===== src/rtl/spi_shift_pkg.sv =====
// spi_shift_pkg: shared types and helpers for the multi-lane SPI shift register
package spi_shift_pkg;
  typedef enum logic {IDLE, XFER} state_t;
  function automatic bit lanes_legal(int lanes);
    return lanes == 1 || lanes == 2 || lanes == 4;
  endfunction
  function automatic int eff_len(int len_v, int max_char, int lanes);
    int l;
    l = len_v == 0 ? max_char : len_v;
    return (l + lanes - 1) / lanes * lanes;
  endfunction
endpackage


===== src/rtl/spi_lane_sel.sv =====
// spi_lane_sel: pointer-to-slice select, either extracting a lane group or inserting one
module spi_lane_sel #(
  parameter int W = 32,
  parameter int LANES = 1,
  parameter int PW = 6,
  parameter bit INSERT = 1'b0,
  parameter int OW = LANES
) (
  input  logic [W-1:0]     vec,
  input  logic [PW-1:0]    ptr,
  input  logic [LANES-1:0] ins,
  output logic [OW-1:0]    q
);
  if (INSERT) begin : g_ins
    // replace the LANES-wide slice starting at ptr; out-of-range pointers leave vec intact
    always_comb q = (vec & ~(W'({LANES{1'b1}}) << ptr)) | (W'(ins) << ptr);
  end else begin : g_ext
    logic unused_ins;
    // ins is only meaningful for insertion
    always_comb unused_ins = ^ins;
    // extract the LANES-wide slice starting at ptr
    always_comb q = OW'(vec >> ptr);
  end
endmodule


===== src/rtl/spi_shift_reg_ml.sv =====
// spi_shift_reg_ml: parametrised multi-lane SPI master shift register; optional SPI_SHIFT_LOOPBACK_EN adds mosi->rx loopback
module spi_shift_reg_ml
  import spi_shift_pkg::*;
#(
  parameter int MAX_CHAR = 32,
  parameter int LANES = 1,
  parameter int CHAR_LEN_BITS = $clog2(MAX_CHAR)
) (
  input  logic                     wb_clk_in,
  input  logic                     wb_rst,
  input  logic                     go,
  input  logic [CHAR_LEN_BITS-1:0] len,
  input  logic                     lsb,
  input  logic                     rx_negedge,
  input  logic                     tx_negedge,
  input  logic                     cpol_0,
  input  logic                     cpol_1,
  input  logic [MAX_CHAR/8-1:0]    latch,
  input  logic [MAX_CHAR-1:0]      p_in,
  input  logic [LANES-1:0]         miso,
`ifdef SPI_SHIFT_LOOPBACK_EN
  input  logic                     loopback,
`endif
  output logic [LANES-1:0]         mosi,
  output logic [MAX_CHAR-1:0]      p_out,
  output logic                     tip,
  output logic                     last,
  output logic                     done
);
  localparam int CW = $clog2(MAX_CHAR + 1);
  state_t state, state_nxt;
  logic [MAX_CHAR-1:0] data, rx_data;
  logic [CW-1:0] cnt, l_q, l_nxt, ptr;
  logic lsb_q, tx_edge, rx_edge;
  logic [LANES-1:0] tx_grp, rx_grp;
  if (!lanes_legal(LANES) || MAX_CHAR % 8 != 0 || MAX_CHAR % LANES != 0) begin : g_bad_cfg
    $error("spi_shift_reg_ml: LANES must be 1, 2 or 4 and divide MAX_CHAR, a multiple of 8");
  end
  assign tx_edge = tx_negedge ? cpol_1 : cpol_0;
  assign rx_edge = rx_negedge ? cpol_1 : cpol_0;
  assign l_nxt = CW'(eff_len(int'(len), MAX_CHAR, LANES));
  assign ptr = lsb_q ? l_q - cnt : cnt - CW'(LANES);
  assign p_out = data;
`ifdef SPI_SHIFT_LOOPBACK_EN
  assign rx_grp = loopback ? mosi : miso;
`else
  assign rx_grp = miso;
`endif
  spi_lane_sel #(.W(MAX_CHAR), .LANES(LANES), .PW(CW), .INSERT(1'b0), .OW(LANES)) u_tx (
    .vec(data), .ptr(ptr), .ins('0), .q(tx_grp)
  );
  spi_lane_sel #(.W(MAX_CHAR), .LANES(LANES), .PW(CW), .INSERT(1'b1), .OW(MAX_CHAR)) u_rx (
    .vec(data), .ptr(ptr), .ins(rx_grp), .q(rx_data)
  );
  // state register
  always_ff @(posedge wb_clk_in or posedge wb_rst)
    if (wb_rst) state <= IDLE;
    else state <= state_nxt;
  // leave XFER on the rx strobe that captures the final group
  always_comb state_nxt = state == IDLE ? (go ? XFER : IDLE) : (rx_edge && last ? IDLE : XFER);
  // status and serial outputs; pads idle low outside a transfer
  always_comb begin
    tip = state == XFER;
    last = tip && cnt <= CW'(LANES);
    mosi = tip ? tx_grp : '0;
  end
  // data register, group counter and done pulse
  always_ff @(posedge wb_clk_in or posedge wb_rst)
    if (wb_rst) begin
      data <= '0;
      cnt <= '0;
      l_q <= '0;
      lsb_q <= 1'b0;
      done <= 1'b0;
    end else begin
      done <= tip && rx_edge && last;
      if (!tip) begin
        for (int i = 0; i < MAX_CHAR / 8; i++)
          if (latch[i]) data[8*i +: 8] <= p_in[8*i +: 8];
        if (go) begin
          cnt <= l_nxt;
          l_q <= l_nxt;
          lsb_q <= lsb;
        end
      end else begin
        if (rx_edge) data <= rx_data;
        if (rx_edge && last) cnt <= '0;
        else if (tx_edge && !last) cnt <= cnt - CW'(LANES);
      end
    end
endmodule


===== config.mk =====
export PLATFORM = sky130hd
export DESIGN_NAME = spi_shift_reg_ml
export DESIGN_NICKNAME = d
export VERILOG_FILES = /design/src/rtl/spi_shift_pkg.sv /design/src/rtl/spi_lane_sel.sv /design/src/rtl/spi_shift_reg_ml.sv
export SDC_FILE = /design/constraint.sdc
export NUM_CORES = 1
export LEC_CHECK = 0
export CAP_MARGIN = 20
export CORE_AREA = 2 2 96 144
export DETAILED_ROUTE_END_ITERATION = 12
export DIE_AREA = 0 0 98 146
export MAX_ROUTING_LAYER = met4
export PLACE_DENSITY_LB_ADDON = 0.25
export SETUP_SLACK_MARGIN = 0.5
export SLEW_MARGIN = 15
export SYNTH_ARGS = -nofsm -noshare
export SYNTH_HDL_FRONTEND = slang
export SYNTH_SLANG_ARGS = --single-unit

===== constraint.sdc =====
create_clock -name wb_clk_in -period 3.3 [get_ports wb_clk_in]
set_clock_uncertainty 0.1 [all_clocks]
set_input_delay 0.66 -clock wb_clk_in [delete_from_list [all_inputs] [get_ports wb_clk_in]]
set_output_delay 0.66 -clock wb_clk_in [all_outputs]
set_load 0.1 [all_outputs]

**Word level (Yosys, flattened, before mapping)**

Cells that the tools add are included.

- Latch bits: 0
- Flip-flop bits (word level): 47
- Output and inout bits: 36
- ROM bits: 0
- Memory bits (writable): 0
- Memories kept: 0

- Add/subtract/negate cells: 4
- Shift-type cells: 3
- Reduce and logical (&&, ||, !) cells: 18
- Multiplexer cells: 18
- Multiply operators: 0
- $lt $le $gt $ge: 1
- Bitwise gates (word level): 4
- Divide/modulo/power cells: 0
- Equality and inequality tests: 2

Operators by type and width:

| kind | number |
|---|---|
| $mux 32 | 2 |
| $mux 6 | 6 |
| $and 32x32->32 | 1 |
| $mux 8 | 4 |
| $not 32->32 | 1 |
| $or 32x32->32 | 1 |
| $shl 1x6->32 | 1 |
| $shl 1x6->32 const A | 1 |
| $shr 32x6->1 | 1 |
| $reduce_and 2->1 | 6 |
| $sub 6x1->6 const B | 2 |
| $reduce_bool 2->1 | 5 |
| $add 6x1->6 const B | 1 |
| $le 6x1->1 const B | 1 |
| $mux 1 | 6 |
| $sub 6x6->6 | 1 |
| $logic_and 1x1->1 | 5 |
| $logic_not 5->1 | 1 |
| $ne 3x1->1 const B | 1 |
| $ne 2x1->1 const B | 1 |
| $logic_not 1->1 | 1 |
| $not 1->1 | 1 |

**Depth between registers and ports, before layout**

Gate-level depths: netlist of the first run.

- Depth after elaboration: 8
- Mapped depth: 12
- Gate-level depth less buffers: 10

**By module**

From an unflattened synthesis of the first run, not the netlist that was laid out.

- Cell total of the unflattened synthesis: 387
- Area, all modules: 3666.0 um2

By module, submodules not included:

| module | cells an instance | times used | area each (um2) | seq. area each (um2) |
|---|---|---|---|---|
| spi_shift_reg_ml | 278 | 1 | 2671.3 | 1176.1 |
| spi_lane_sel at u_rx | 86 | 1 | 684.4 | 0.0 |
| spi_lane_sel at u_tx | 23 | 1 | 310.3 | 0.0 |

**Worst setup path after synthesis of the first run**

OpenSTA, ideal clock, no wires.

- Path kind: register to output
- From: reg cnt[0]
- To: out mosi
- Data required time: 2.540 ns
- Data arrival time: 4.402 ns
- Cell stages (with the launch flop): 10
- Path buffers: 0
- Slack: -1.862 ns
- Path through: dfrtp_1 ha_1 fa_1 nand2b_1 o2bb2ai_1 xnor2_2 a21oi_4 or4_1 and3_1 a2111oi_2

- Cells in the longest elaborated chain, start to end: 4
- Elaborated cells on any way between the ends: 5

RTL lines:

| element | line | source |
|---|---|---|
| from (decl) | spi_shift_reg_ml.sv:33 | `logic [CW-1:0] cnt, l_q, l_nxt, ptr;` |
| from (signal assigned) | spi_shift_reg_ml.sv:81 | `cnt <= l_nxt;` |
| from (signal assigned) | spi_shift_reg_ml.sv:88 | `else if (tx_edge && !last) cnt <= cnt - CW'(LANES);` |
| $sub 6x1->6 / $sub 6x6->6 (equally long branches) | spi_shift_reg_ml.sv:42 | `assign ptr = lsb_q ? l_q - cnt : cnt - CW'(LANES);` |
| $mux 6 (*) | spi_shift_reg_ml.sv:42 |  |
| $shr 32x6->1 (*) | spi_lane_sel.sv:22 | `always_comb q = OW'(vec >> ptr);` |
| $mux 1 (*) | spi_shift_reg_ml.sv:65 | `mosi = tip ? tx_grp : '0;` |
| to (decl) | spi_shift_reg_ml.sv:24 | `output logic [LANES-1:0] mosi,` |

Mark *: on every way between the ends. The rest lies on a longest branch, timed or not.

**Worst setup path after layout of the first run**

Ends and elaborated chain as after synthesis.

==> flow_summary.yaml, run 1 <==
synth:
  synthTopCellsByArea: "dfrtp_1 (31%), nand2_1 (5.7%), nor2_1 (3.7%)"
  synth_top_flop_cell: "dfrtp_1"
  synth_edf_count: 0
  netlist_area_sq_um: 3820
  synth_largest_area_cell: "dfrtp_1"
  synth.most_common_cell: "nand2_1"
  synth.top_cell.area_share_pct: 30.8
  yosysSeqAreaShare_pct: 30.8
  synth-async-reset-ratio_pct: 100
  synth_fp_nets: 537
  synthCells: 479
  ys_ff_latch: 47
  synth_common_cells: "nand2_1 (58), dfrtp_1 (47), nor2_1 (38), a21oi_1 (25), nor3_1 (25)"
  synth.distinct_cells: 67
  avgSynthCellArea_sq_um: 7.97
  yosysWarnings: 0
critical_path:
  r2r_slack_ps: 360
  arrival_ps: 3150
  crit_end: "mosi"
  crit_chain: "ha_4 > fa_2 > buf_4 > nor2b_1 > a21oi_2 > o22ai_1 > or4_1 > and3_4 > a2111oi_4 > buf_12"
  crit_path_start_kind: "flop"
  r2r-start: "cnt[0]$_DFFE_PP0P_"
  startpoint: "cnt[0]$_DFFE_PP0P_"
  path_class: "reg2out"
  cp_data_required_time_ps: 2540
  cp-end-kind: "primary output"
  reg2regPathDepth: 11
  max_stage_delay_ps: 560
  cpMaxStageDelayCell: "fa_2"
  cp_max_fo: 3
  reg2reg_to: "p_out[14]$_DFFE_PP0P_"
global_route:
  grt_pass1_vias: 4494
  antenna_found_initial: 0
  grt_max_degree: 31
  grt_pass1_wl_um: 23000
  overflow: 0
  grt_use_total_pct: 20.3
die:
  start_util_pct: 29.5
  ioPinCount: 86
  die_w_um: 98
  rows: 51
  fp.dieArea_sq_um: 14300
  core-area_sq_um: 13000
  die_h_um: 146
clock_network:
  clock_path_buffers: 2
  cts_buffers: 5
  holdBufCountCts: 0
  clock_sinks: 47
  cts_tree: "built"
  root_buffer: "clkbuf_16"
  clk_latency_ps: 290
  htreeDepth: 2
  clk_pin_slew_worst_paths_ps: 70
run_status:
  violations: "setup timing"
  status: "finished, violations left"
sta:
  period_needed_ps: 3910
  setup_viol: 1
  fmax_mhz: 255
  slew_headroom_pct: 31.2
  final_max_slew_viol_count: 0
  rsz0062_at_grt: "yes"
  tightest_slew_ps: 1030
  finalHoldViolCount: 0
  worst_slack_ps: -614
  timing.final.crit_share_pct: 119
  setup_tns_ps: -614
placed_design:
  dpl_cell_area_sq_um: 5230
  portBuffers: 85
  place_ws_ps: -408
  gp_congestion: 0.916
  dp.final_hpwl_um: 11000
detailed_routing:
  postRouteAntennaNets: 0
  wirelength_um: 14600
  vias: 4433
  drtIter0Drc: 237
  dr.pass1.iters: 5
  wire_per_inst_um: 18.7
  vias_per_cell: 5.67
  route.detailed.drc: 0
layout:
  fin_area_sq_um: 6100
  drive_above_1_share_pct: 33.5
  n_antenna_cell: 0
  nFillCells: 1231
  syn_to_final_growth_pct: 59.8
  fin_nets: 680
min_path:
  hp-class: "reg2reg"
flow_run:
  maxCapViolCount: 0
==> metal layers <==
metal / global-route usage [%] / vias up / routed length (um)
li1: - / 2093 / -
met1: 22.9 / 2148 / 5770
met2: 36.7 / 157 / 7870
met3: 2.98 / 35 / 674
met4: 6.25 / 0 / 333
met5: - / - / 0
==> timing repair <==
action / CTS / global route
buffers inserted: 6 / 12
resized for setup: 57 / 51
setup endpoints to repair: 33 / 35
pin swaps: 18 / 23
==> state kept, by name, indices dropped and copies added (netlist names) <==
register and count:
p_out 32, cnt 6, l_q 6, done 1
lsb_q 1, tip 1
==> how the worst min path moves through the flow <==
stage	from	end	slack (ps)	cells after the start
after floorplan	l_q[2]$_DFFE_PP0P_	l_q[2]$_DFFE_PP0P_	350	2
after global placement	l_q[3]$_DFFE_PP0P_	l_q[3]$_DFFE_PP0P_	380	2
after detailed placement	l_q[3]$_DFFE_PP0P_	l_q[3]$_DFFE_PP0P_	380	2
after CTS	l_q[4]$_DFFE_PP0P_	l_q[4]$_DFFE_PP0P_	420	2
after global routing	l_q[3]$_DFFE_PP0P_	l_q[3]$_DFFE_PP0P_	460	2
final	l_q[4]$_DFFE_PP0P_	l_q[4]$_DFFE_PP0P_	420	2
==> cells in the final DEF, fill, tap and decap left out, types with 9 or more instances in the layout <==
cell,n
buf_4,100
nand2_1,54
clkdlybuf4s50_1,49
dfrtp_1,46
nor2_1,31
nor3_1,20
a21oi_1,20
o21ai_0,19
o22ai_1,18
buf_6,15
o31a_1,12
nand3_1,12
inv_1,11
o32a_1,9
or3_1,9
==> through the flow <==
stage | util, % | instances | hold WS (ps)
after floorplan | - | 479 | 350
after global placement | 40.4 | 756 | 379
after detailed placement | 40.4 | 756 | 378
after CTS | 44.4 | 770 | 418
after global routing | 47.1 | 782 | 462
final | 47.1 | 782 | 421
==> critical path, delay by kind of cell (launching register included) <==
kind,cells,cell delay [ps]
AND/OR/NAND/NOR,3,700
adder cells (fa/ha/maj),2,740
buffers and inverters,2,350
flip-flops,1,410
AO/OA/AOI/OAI,3,680
==> cell families (layout without fill, tap and decap cells) <==
logic type | after synthesis | in the layout | share of synthesized area (%)
adder cells (fa/ha/maj) | 8 | 8 | 2.82
buffers and inverters | 48 | 192 | 5.38
XOR/XNOR | 11 | 11 | 2.92
AND/OR/NAND/NOR | 194 | 194 | 25.6
flip-flops | 47 | 47 | 30.8
AO/OA/AOI/OAI | 165 | 165 | 30.9
multiplexers | 6 | 6 | 1.61
==> final cells by class <==
cell class,instances,area [sq um],area share [%]
multi-input combinational,384,2990,49.1
timing repair buffer,167,1470,24.1
sequential,47,1180,19.3
tap,159,199,3.26
clock buffer,6,129,2.11
inverter,17,68.8,1.13
clock inverter,2,60.1,0.985
Power of run 1 is left out: the tool's default activity adds up to more than one toggle a clock period on the data nets, which glitch-free logic cannot reach.
==> run 2, diff against run 1 <==
--- a/config.mk
+++ b/config.mk
@@ -7,7 +7,7 @@
 export LEC_CHECK = 0
 export CAP_MARGIN = 20
-export CORE_AREA = 2 2 96 144
+export CORE_AREA = 2 2 77 116
 export DETAILED_ROUTE_END_ITERATION = 12
-export DIE_AREA = 0 0 98 146
+export DIE_AREA = 0 0 79 118
 export MAX_ROUTING_LAYER = met4
 export PLACE_DENSITY_LB_ADDON = 0.25
--- a/constraint.sdc
+++ b/constraint.sdc
@@ -3,3 +3,3 @@
 set_input_delay 0.66 -clock wb_clk_in [delete_from_list [all_inputs] [get_ports wb_clk_in]]
 set_output_delay 0.66 -clock wb_clk_in [all_outputs]
-set_load 0.1 [all_outputs]
+set_load 0.005 [all_outputs]
==> run 2 against run 1 <==
Compared with the run above:
- die area fell by 35%
- maximum frequency rose by 3.1%
- critical endpoint unchanged
- non-clock buffer count rose by 17
- the run still ends with setup timing left
- final cell count fell by 4.5%
- wire length rose by 7.2%
- worst hold slack got worse by 22 ps
- first-iteration DRC count rose by 67%
==> flow_summary.yaml, run 2 (same netlist as run 1, synthesis figures left out) <==
global_route:
  grt_pass1_wl_um: 24200
  grt_max_degree: 31
  grt_pass1_vias: 4681
  antenna_found_initial: 0
  grt_use_total_pct: 34.2
  overflow: 0
critical_path:
  r2r-start: "cnt[0]$_DFFE_PP0P_"
  cp-end-kind: "primary output"
  crit_chain: "ha_4 > fa_2 > nand2b_4 > o2bb2ai_4 > xnor2_4 > a21oi_4 > or4_1 > and3_4 > a2111oi_4 > buf_2"
  max_stage_delay_ps: 520
  reg2reg_to: "p_out[9]$_DFFE_PP0P_"
  crit_path_start_kind: "flop"
  path_class: "reg2out"
  r2r_slack_ps: 380
  arrival_ps: 3030
  reg2regPathDepth: 11
  cp_max_fo: 2
  cp_data_required_time_ps: 2540
  cpMaxStageDelayCell: "or4_1"
detailed_routing:
  postRouteAntennaNets: 0
  wire_per_inst_um: 21.0
  route.detailed.drc: 0
  drtIter0Drc: 396
  dr.pass1.iters: 5
  vias: 4659
  wirelength_um: 15700
  vias_per_cell: 6.24
sta:
  period_needed_ps: 3790
  setup_tns_ps: -495
  worst_slack_ps: -495
  finalHoldViolCount: 0
  rsz0062_at_grt: "yes"
  fmax_mhz: 264
  hold_ws_ps: 399
  timing.final.crit_share_pct: 115
  setup_viol: 1
  final_max_slew_viol_count: 0
  slew_headroom_pct: 53.0
  tightest_slew_ps: 703
min_path:
  hold_depth: 2
  hp-class: "reg2reg"
  hp-start: "l_q[4]$_DFFE_PP0P_"
  whs_endpoint: "l_q[4]$_DFFE_PP0P_"
clock_network:
  clk_latency_ps: 300
  cts_tree: "built"
  root_buffer: "clkbuf_16"
  clock_sinks: 47
  cts_buffers: 5
  clk_pin_slew_worst_paths_ps: 70
  htreeDepth: 2
  clock_path_buffers: 2
layout:
  multi_input_area_sq_um: 2980
  syn_to_final_growth_pct: 61.8
  seq_area_sq_um: 1180
  largest_reg_flops: 32
  drive_above_1_share_pct: 30.5
  nFillCells: 667
  final_common_cell: "clkdlybuf4s50_1"
  final_cell_mix: "clkdlybuf4s50_1 (83), buf_4 (79), nand2_1 (53)"
  fin_nets: 697
  n_antenna_cell: 0
die:
  die_w_um: 79
  start_util_pct: 45.9
  rows: 41
  fp.dieArea_sq_um: 9320
  ioPinCount: 86
  core-area_sq_um: 8310
  die_h_um: 118
placed_design:
  portBuffers: 85
  place_ws_ps: -680
  gp_congestion: 0.956
  dp.final_hpwl_um: 11800
flow_run:
  maxCapViolCount: 0
run_status:
  violations: "setup timing"
  status: "finished, violations left"
## run 2: cell types whose count changed in the layout (fill, tap and decap cells not counted), sizes merged
cell,previous run,this run
bufinv,2,0
clkdlybuf4s50,49,83
clkinv,1,2
buf,118,100
clkbuf,6,8
## run 2: worst max-delay path: cells and delay by family, from the launching register on
family	cells	cell delay, ps
flops	1	410
buf+inv	1	170
simple gates	3	850
compound gates	3	560
xor+xnor	1	220
fa+ha+maj	2	520
## run 2: stage by stage
| stage | utilization (%) | std cells | area [sq um] |
|---|---|---|---|
| global route | 74.3 | 747 | 6170 |
| floorplan | - | 479 | 3860 |
| detailed placement | 64.2 | 724 | 5330 |
| CTS | 70.6 | 744 | 5870 |
| finish | 74.3 | 747 | 6170 |
| global placement | 64.2 | 724 | 5330 |
## run 2: area by class of cell
| class | count | share of cell area (%) |
|---|---|---|
| Clock buffer | 7 | 2.15 |
| Clock inverter | 1 | 0.0811 |
| Inverter | 17 | 1.16 |
| Multi-Input combinational cell | 384 | 48.3 |
| Sequential cell | 47 | 19.0 |
| Tap cell | 107 | 2.17 |
| Timing Repair Buffer | 184 | 27.1 |
## run 2: per-layer routing
layer  GRT usage, %  vias to the layer above  wire (um)
li1               -                     2130          -
met1           35.2                     2251       5370
met2           62.1                      219       8600
met3           3.99                       59        807
met4           17.9                        0        923
met5              -                        -          0
## run 2: how the worst max path moves through the flow
| stage | startpoint | to | slack (ps) |
|---|---|---|---|
| after CTS | cnt[0]$_DFFE_PP0P_ | mosi | -460 |
| final | cnt[0]$_DFFE_PP0P_ | mosi | -490 |
| after detailed placement | l_q[0]$_DFFE_PP0P_ | mosi | -680 |
| after global placement | l_q[0]$_DFFE_PP0P_ | mosi | -570 |
| after global routing | cnt[0]$_DFFE_PP0P_ | mosi | -570 |
| after floorplan | cnt[0]$_DFFE_PP0P_ | mosi | -30 |
## run 2: what timing repair did
| item | 4_1_cts | 5_1_grt |
|---|---|---|
| gates resized for setup | 63 | 69 |
| hold buffers | 0 | 0 |
| pin swaps | 10 | 17 |
| setup endpoints to repair | 37 | 35 |
| buffers inserted | 12 | 3 |
Power of run 2 is left out for the same reason.
